### config.mk
export PLATFORM = sky130hd
export DESIGN_NAME = fetch_unit_flat
export DESIGN_NICKNAME = d
export VERILOG_FILES = /design/src/rtl/fetch_if.sv /design/src/rtl/fetch_unit.sv /design/src/flat_wrapper.sv
export SDC_FILE = /design/constraint.sdc
export NUM_CORES = 1
export LEC_CHECK = 0
export ABC_AREA = 1
export CORE_ASPECT_RATIO = 1.1
export CORE_UTILIZATION = 47
export CTS_BUF_LIST = sky130_fd_sc_hd__clkbuf_16
export DETAILED_ROUTE_END_ITERATION = 6
export PLACE_DENSITY = 0.91
export SKIP_LAST_GASP = 1
export SYNTH_ARGS = -nofsm -noshare
export SYNTH_HDL_FRONTEND = slang
export SYNTH_SLANG_ARGS = --single-unit
### constraint.sdc
create_clock -name i_clk -period 2.6 [get_ports i_clk]
set_input_delay 0.65 -clock i_clk [delete_from_list [all_inputs] [get_ports i_clk]]
set_output_delay 0.65 -clock i_clk [all_outputs]
set_load 0.05 [all_outputs]
### src/rtl/fetch_if.sv
// Fetch-to-memory/decode bus: instruction memory port, redirect input,
// the valid/ready handoff to decode, and status outputs.
interface fetch_if;
    logic [31:0] o_pc;
    logic [31:0] i_instruction;
    logic        i_redirect;
    logic [31:0] i_redirect_pc;
    logic        o_valid;
    logic [31:0] o_instr;
    logic [31:0] o_instr_pc;
    logic        i_ready;
    logic        o_done;
    logic [31:0] o_fetch_count;

    modport master (
        output o_pc, o_valid, o_instr, o_instr_pc, o_done, o_fetch_count,
        input  i_instruction, i_redirect, i_redirect_pc, i_ready
    );

    modport slave (
        input  o_pc, o_valid, o_instr, o_instr_pc, o_done, o_fetch_count,
        output i_instruction, i_redirect, i_redirect_pc, i_ready
    );
endinterface

### src/rtl/fetch_unit.sv
// Instruction fetch stage: word-indexed PC, one-entry fetch register toward
// decode, redirect with flush, and end-of-program detection.
module fetch_unit #(
    parameter logic [31:0] RESET_PC         = 32'd0,
    parameter logic [31:0] NUM_INSTRUCTIONS = 32'd11
) (
    input  logic    i_clk,
    input  logic    i_rst,
    fetch_if.master bus
);
    typedef enum logic [1:0] {
        ST_RUN,
        ST_END,
        ST_DONE
    } state_t;

    state_t      state, state_n;
    logic [31:0] pc_p0;
    logic        vld_p1;
    logic [31:0] instr_p1;
    logic [31:0] instr_pc_p1;
    logic [31:0] fetch_count;
    logic        xfer;
    logic        load;

    function automatic logic in_range(input logic [31:0] pc);
        return pc < NUM_INSTRUCTIONS;
    endfunction

    assign xfer = vld_p1 && bus.i_ready;

    always_ff @(posedge i_clk) begin
        if (i_rst) begin
            state <= in_range(RESET_PC) ? ST_RUN : ST_END;
        end else begin
            state <= state_n;
        end
    end

    // In RUN the PC is always in range, so pc_p0 + 1 cannot wrap.
    always_comb begin
        state_n = state;
        load    = 1'b0;
        if (bus.i_redirect) begin
            state_n = in_range(bus.i_redirect_pc) ? ST_RUN : ST_END;
        end else begin
            case (state)
                ST_RUN: begin
                    if (!vld_p1 || bus.i_ready) begin
                        load = 1'b1;
                        if (!in_range(pc_p0 + 32'd1)) begin
                            state_n = ST_END;
                        end
                    end
                end
                ST_END: begin
                    if (!vld_p1 || xfer) begin
                        state_n = ST_DONE;
                    end
                end
                default: begin
                    state_n = state;
                end
            endcase
        end
    end

    // ---- stage p0 -> p1: PC update and fetch register load ----
    always_ff @(posedge i_clk) begin
        if (i_rst) begin
            pc_p0       <= RESET_PC;
            vld_p1      <= 1'b0;
            instr_p1    <= 32'd0;
            instr_pc_p1 <= 32'd0;
            fetch_count <= 32'd0;
        end else begin
            if (xfer) begin
                fetch_count <= fetch_count + 32'd1;
            end
            if (bus.i_redirect) begin
                pc_p0  <= bus.i_redirect_pc;
                vld_p1 <= 1'b0;
            end else if (load) begin
                instr_p1    <= bus.i_instruction;
                instr_pc_p1 <= pc_p0;
                vld_p1      <= 1'b1;
                pc_p0       <= pc_p0 + 32'd1;
            end else if (xfer) begin
                vld_p1 <= 1'b0;
            end
        end
    end

    assign bus.o_pc          = pc_p0;
    assign bus.o_valid       = vld_p1;
    assign bus.o_instr       = instr_p1;
    assign bus.o_instr_pc    = instr_pc_p1;
    assign bus.o_done        = (state == ST_DONE);
    assign bus.o_fetch_count = fetch_count;
endmodule
### src/flat_wrapper.sv
// flat-port wrapper written by rule: the top's interface ports become plain ports
module fetch_unit_flat 
#(
    parameter logic [31:0] RESET_PC         = 32'd0,
    parameter logic [31:0] NUM_INSTRUCTIONS = 32'd11
)
  (i_clk, i_rst, bus_o_pc, bus_o_valid, bus_o_instr, bus_o_instr_pc, bus_o_done, bus_o_fetch_count, bus_i_instruction, bus_i_redirect, bus_i_redirect_pc, bus_i_ready);
  fetch_if bus_i ();
  input  logic i_clk;
  input  logic i_rst;
  output wire logic [$bits(bus_i.o_pc)-1:0] bus_o_pc;
  output wire logic [$bits(bus_i.o_valid)-1:0] bus_o_valid;
  output wire logic [$bits(bus_i.o_instr)-1:0] bus_o_instr;
  output wire logic [$bits(bus_i.o_instr_pc)-1:0] bus_o_instr_pc;
  output wire logic [$bits(bus_i.o_done)-1:0] bus_o_done;
  output wire logic [$bits(bus_i.o_fetch_count)-1:0] bus_o_fetch_count;
  input wire logic [$bits(bus_i.i_instruction)-1:0] bus_i_instruction;
  input wire logic [$bits(bus_i.i_redirect)-1:0] bus_i_redirect;
  input wire logic [$bits(bus_i.i_redirect_pc)-1:0] bus_i_redirect_pc;
  input wire logic [$bits(bus_i.i_ready)-1:0] bus_i_ready;
  assign bus_o_pc = bus_i.o_pc;
  assign bus_o_valid = bus_i.o_valid;
  assign bus_o_instr = bus_i.o_instr;
  assign bus_o_instr_pc = bus_i.o_instr_pc;
  assign bus_o_done = bus_i.o_done;
  assign bus_o_fetch_count = bus_i.o_fetch_count;
  assign bus_i.i_instruction = bus_i_instruction;
  assign bus_i.i_redirect = bus_i_redirect;
  assign bus_i.i_redirect_pc = bus_i_redirect_pc;
  assign bus_i.i_ready = bus_i_ready;
  fetch_unit #(.RESET_PC(RESET_PC), .NUM_INSTRUCTIONS(NUM_INSTRUCTIONS)) u_core (.i_clk(i_clk), .i_rst(i_rst), .bus(bus_i));
endmodule
==> After elaboration in Yosys (flattened, before gate mapping) <==
Index checks and enable logic that the tools add are counted.
{ "word_totals": {"in_bits": 68, "out_inout_bits": 130, "ff_bits": 131, "word_cells": 40} }
{ "classes": {"order_cmp": 2, "mux": 13, "n_reduce_logical": 11, "bitwise_logic": 1, "n_addsub": 2, "n_eq_ne": 5} }
{ "ops": {"columns": ["op", "count"], "rows": [
  ["$add A32 B1 Y32 const B", 2],
  ["$lt A32 B4 Y1 const B", 2],
  ["$mux W32", 2],
  ["$mux W2", 4],
  ["$mux W1", 6],
  ["$ne A3 B2 Y1 const B", 2],
  ["$pmux W2 S2", 1],
  ["$reduce_and A4 Y1", 1],
  ["$reduce_bool A2 Y1", 2],
  ["$ne A3 B3 Y1 const B", 1],
  ["$reduce_bool A3 Y1", 1],
  ["$eq A2 B1 Y1 const B", 1],
  ["$eq A2 B2 Y1 const B", 1],
  ["$logic_not A2 Y1", 1],
  ["$logic_or A1 B1 Y1", 2],
  ["$reduce_and A2 Y1", 1],
  ["$reduce_or A2 Y1", 1],
  ["$logic_and A1 B1 Y1", 1],
  ["$logic_not A1 Y1", 1],
  ["$not A1 Y1", 1]
]} }

==> Logic depth before layout (Yosys ltp) <==
{ "depth": {"ltp_word": 7, "depth_mapped": 17, "depth_no_buf": 17} }

==> Worst setup path before layout <==
No wires, ideal clock.
{ "synth_path": {"path_kind": "register to register", "from": "register u_core.pc_p0[1], in the netlist u_core.bus.o_pc[1]", "to": "register u_core.state[0]", "required_ps": 2484, "slack_ps": 230, "synth_period_minus_slack_ps": 2370, "n_path_buf": 0, "arrival_ps": 2254, "path_stages_with_launch": 17, "setup_ps": 116, "cell_sequence": "dfxtp_1 ha_1 nand2_1 nor2_4 nand3_2 nor2_4 nand2_1 nand2_1 nand2_1 nor2_1 nand2_1 nor2_1 nand3_2 nand2_2 nand3_1 nand2_1 nor2_2"} }
{ "synth_between": {"elab_chain_len": 4} }
{ "synth_lines": {"columns": ["item", "line", "source"], "rows": [
  ["start: declaration", "fetch_unit.sv:18", "logic [31:0] pc_p0;"],
  ["start signal: assignment", "fetch_unit.sv:81", "pc_p0 <= bus.i_redirect_pc;"],
  ["start signal: assignment", "fetch_unit.sv:87", "pc_p0 <= pc_p0 + 32'd1;"],
  ["$add A32 B1 Y32", "fetch_unit.sv:51", "if (!in_range(pc_p0 + 32'd1)) begin"],
  ["$lt A32 B4 Y1", "fetch_unit.sv:27", "return pc < NUM_INSTRUCTIONS;"],
  ["$ne A3 B3 Y1 (no line)", null, null],
  ["$reduce_and A4 Y1 (no line)", null, null],
  ["end signal: assignment", "fetch_unit.sv:34", "state <= in_range(RESET_PC) ? ST_RUN : ST_END;"],
  ["end signal: assignment", "fetch_unit.sv:36", "state <= state_n;"],
  ["end: declaration", "fetch_unit.sv:17", "state_t state, state_n;"]
]} }
Every way passes these cells.
A chain may end at the register's enable or synchronous reset.

==> Final worst setup path <==
{ "layout_path": {"from": "register u_core.pc_p0[25], in the netlist u_core.bus.o_pc[25]", "to": "output bus_o_pc[25]"} }
{ "layout_lines": {"columns": ["item", "line", "source"], "rows": [
  ["end: declaration", "flat_wrapper.sv:11", "output wire logic [$bits(bus_i.o_pc)-1:0] bus_o_pc;"]
]} }
No word-level cell between the ends.

==> impl_results.md <==
- Worst-case reg-to-reg path depth: 16
- Lkg Pwr: ~3.5 nW
- Setup ws final: 0.105 ns
- CTS tree: done
- Hold EP: u_core.bus.o_fetch_count[2]$_SDFFE_PP0P_
- First-pass GRT wire length: about 33 mm
- CP arrival: 1.84 ns
- Worst path bufs/invs: 1
- Top-Level Pins: slightly below 200
- DR DRC count: 0
- Critical Path Fanout Max: 7
- CTS Hold Bufs: 0
- Die Height: ~130 µm
- Peak VDD IR: about 0.50 mV
- Comb pwr share: 22.2%
- Post-Place Worst Slack: -0.147 ns
- Vias/cell: roughly 5.3
- Area Overhead vs Synth: 43.5%
- Mapped Area: 0.00649 mm²
- Clk slew on worst S/H paths: 0.06 ns
- Sequential cell area fraction in the yosys report: 40.4%
- Register bit total from synthesis: approximately 130
- Internal power: approximately 3.9 mW
- Hold WC Path Type: reg -> reg
- GPL Wtd Cong: about 0.92
- Fin Clk Skew: ~0.008 ns
- WHS Path Cells: 2
- # nets final: 1243
- RSZ-0062 raised after global routing: false
- Max Freq: 401 MHz
- Area after DPL: ~0.0088 mm²
- Min Tclk post-route: approximately 2.5 ns
- WL per Instance: about 15 µm
- Die ar.: 0.0143 mm²
- Largest net degree at the start of global routing: 49
- Worst EP required: a little under 2 ns
- Fin crit share: between 90 and 100%
- Initial antenna violation count: 0
- Switch share: 32.5%
- Max-cap violations: 0
- Layout cell share with drive strength beyond 1: under 10%
- Worst-Margin Slew: roughly 0.57 ns
- Root Buffer: clkbuf_16
- Placed wire-length estimate: around 15 mm
- Post-route cell area: between 0.009 and 0.01 mm²
- ANT cells: 0
- GRT Util Overall: 29.6%
- Sink Count: between 100 and 150
- Hold Vio Cnt, Final: 0
- Max clock buf depth: 2
- Cell row count: 44
- Worst r2r src: u_core.bus.o_pc[0]$_SDFFE_PP0P_
- Total Wirelength: approximately 21 mm
- Die width: 114 µm
- Hold Crit Start: u_core.bus.o_fetch_count[2]$_SDFFE_PP0P_
- Initial Utilization: ~50%
- Total grt overflow: 0
- Clock latency on the worst-skew pair: ~0.43 ns
- CTS Buf Count: 17
- Flop pwr share: between 30% and 40%
- Crit path max-delay family: buffers and inverters
- Synth cell types: 38
- Critical path origin: u_core.bus.o_pc[25]$_SDFFE_PP0P_
- Layout Cells excl Fill: ~1400
- Critical Path Slowest Stage Cell: clkdlybuf4s50_1
- Crit end category: output port
- WS Path Type: reg -> out
- Clock power share: 38.7%
- H-tree level count: 4
- Slew headroom: around three fifths
- TritonRoute pass-1 iters: 6
- Syn Inst Count: slightly below 1000
- Placed cell count: approximately 1300
- DRT iter0 DRCs: around 730
- YS warnings: 0
- Post-layout util: between 60% and 70%
- CP startpoint kind: flop
- Avg Cell Area, Syn: around 6.7 µm²
- Reg-to-reg endpoint: u_core.state[0]$_SDFFE_PP0P_
- Final setup TNS: 0 ns
- Switch Pwr: between 1.5 and 2 mW
- Via count: about 7300
- Syn_nets: approximately 1000
- Crit path largest cell delay: ~0.88 ns
- Vias in the first global route: slightly below 7000
- ANT nets after route: 0
- Pwr dens: about 620 mW/mm²
- Status: finished clean
- Core Region: 0.0133 mm²
- Final Max Tran Viols: 0
- Number of buffers added on ports: roughly 200
- Final Setup Violations: 0
- R2R setup slack: ~0.37 ns
- Crit-path cells: clkdlybuf4s50_1
## cells by family after synthesis
kind of cell	after synthesis	synth area share, %
mux	1	0.154
buf+inv	112	6.57
simple gates	553	37.7
fa+ha+maj	3	0.578
xor+xnor	8	1.08
compound gates	163	13.5
flops	131	40.4
## state kept, by name (all words and copies together), names as in the netlist
signal and cells:
u_core.bus.o_fetch_count 32, u_core.state 2, u_core.bus.o_pc 32, u_core.bus.o_instr_pc 32, u_core.bus.o_instr 32, u_core.bus.o_valid 1
## stage by stage
| step | hold WS, ns | power, mW |
|---|---|---|
| after detailed placement | 0.488 | 3.56 |
| after CTS | 0.505 | 5.77 |
| after floorplan | 0.497 | 3.06 |
| after global placement | 0.461 | 3.54 |
| after global routing | 0.534 | 5.96 |
| final | 0.506 | 5.75 |
## routing by layer
metal  vias up  track usage [%]  routed length, µm
met5         -                0                  0
met3        56             6.30               1550
met1      3344             36.8               8550
li1       3558                -                  -
met2       348             48.3               9830
met4         0             14.7                617
## synthesized netlist by cell type (all sizes together)
library cell	n	area, µm²
clkbuf	33	124
dfxtp	131	2620
nor2	200	861
ha	3	37.5
or2	1	6.26
a211oi	2	15.0
nor3b	3	22.5
nand4	10	68.8
o22ai	1	6.26
nand3	39	218
nand2	263	1030
a21oi	41	205
o21ba	1	10.0
o21a	1	7.51
o21bai	3	22.5
a31oi	30	188
xor2	8	70.1
nand3b	9	67.6
mux2i	1	10.0
o21ai	84	424
nor4	11	68.8
nor3	17	101
buf	6	28.8
inv	73	274
## how the worst max path moves through the flow
stage	depth (start not counted)	endpoint	slack (ns)
3_3_place_gp	13	u_core.bus.o_fetch_count[31]$_SDFFE_PP0P_	-0.05
5_1_grt	13	u_core.bus.o_fetch_count[31]$_SDFFE_PP0P_	0.04
6_report	1	bus_o_pc[25]	0.11
3_5_place_dp	13	u_core.bus.o_fetch_count[31]$_SDFFE_PP0P_	-0.15
4_1_cts	1	bus_o_pc[2]	0.09
2_1_floorplan	16	u_core.state[0]$_SDFFE_PP0P_	0.23
## cell usage in the layout, fill, tap and decap left out, types with 2 or more instances in the layout
| cell | count |
|---|---|
| a31oi_1 | 30 |
| dfxtp_1 | 130 |
| nand4_1 | 9 |
| inv_2 | 4 |
| clkinv_4 | 2 |
| nor2_1 | 176 |
| a21oi_1 | 40 |
| buf_12 | 2 |
| clkbuf_16 | 17 |
| nand2_4 | 2 |
| o21bai_1 | 3 |
| nor4_1 | 11 |
| buf_4 | 22 |
| nor3_1 | 14 |
| nand2_2 | 13 |
| ha_1 | 2 |
| nand3_2 | 2 |
| nor2_2 | 14 |
| xor2_1 | 8 |
| nor3b_1 | 3 |
| nor2_4 | 10 |
| clkinv_2 | 2 |
| inv_1 | 72 |
| nand2_1 | 248 |
| nor3_2 | 2 |
| nand3_1 | 36 |
| o21ai_0 | 82 |
| clkdlybuf4s50_1 | 197 |
| inv_6 | 2 |
| a211oi_1 | 2 |
| clkinvlp_4 | 4 |
| nand3b_1 | 9 |
## power groups by stage
stage               sequential, mW  combinational (mW)  clock (mW)
finish                        2.25                1.28        2.22
global placement              2.29                1.25           0
floorplan                     2.72               0.339           0
global route                  2.27                1.36        2.34
detailed placement            2.29                1.27           0
CTS                           2.25                1.28        2.25
## repair_timing
action                                  in CTS  in global routing
buffers inserted                             0                  0
endpoints found under the setup margin       0                  2
resized for setup                            0                  3
## final cells by class
cell class / count / area, µm²
clock buffers: 17 / 425
multi-input cells: 728 / 3470
inverters: 73 / 274
repair buffers: 221 / 2180
fillers: 1104 / 4010
well taps: 184 / 230
clock inverters: 15 / 120
flip-flops and latches: 131 / 2620
No activity file was read; power rests on OpenSTA's default activity.
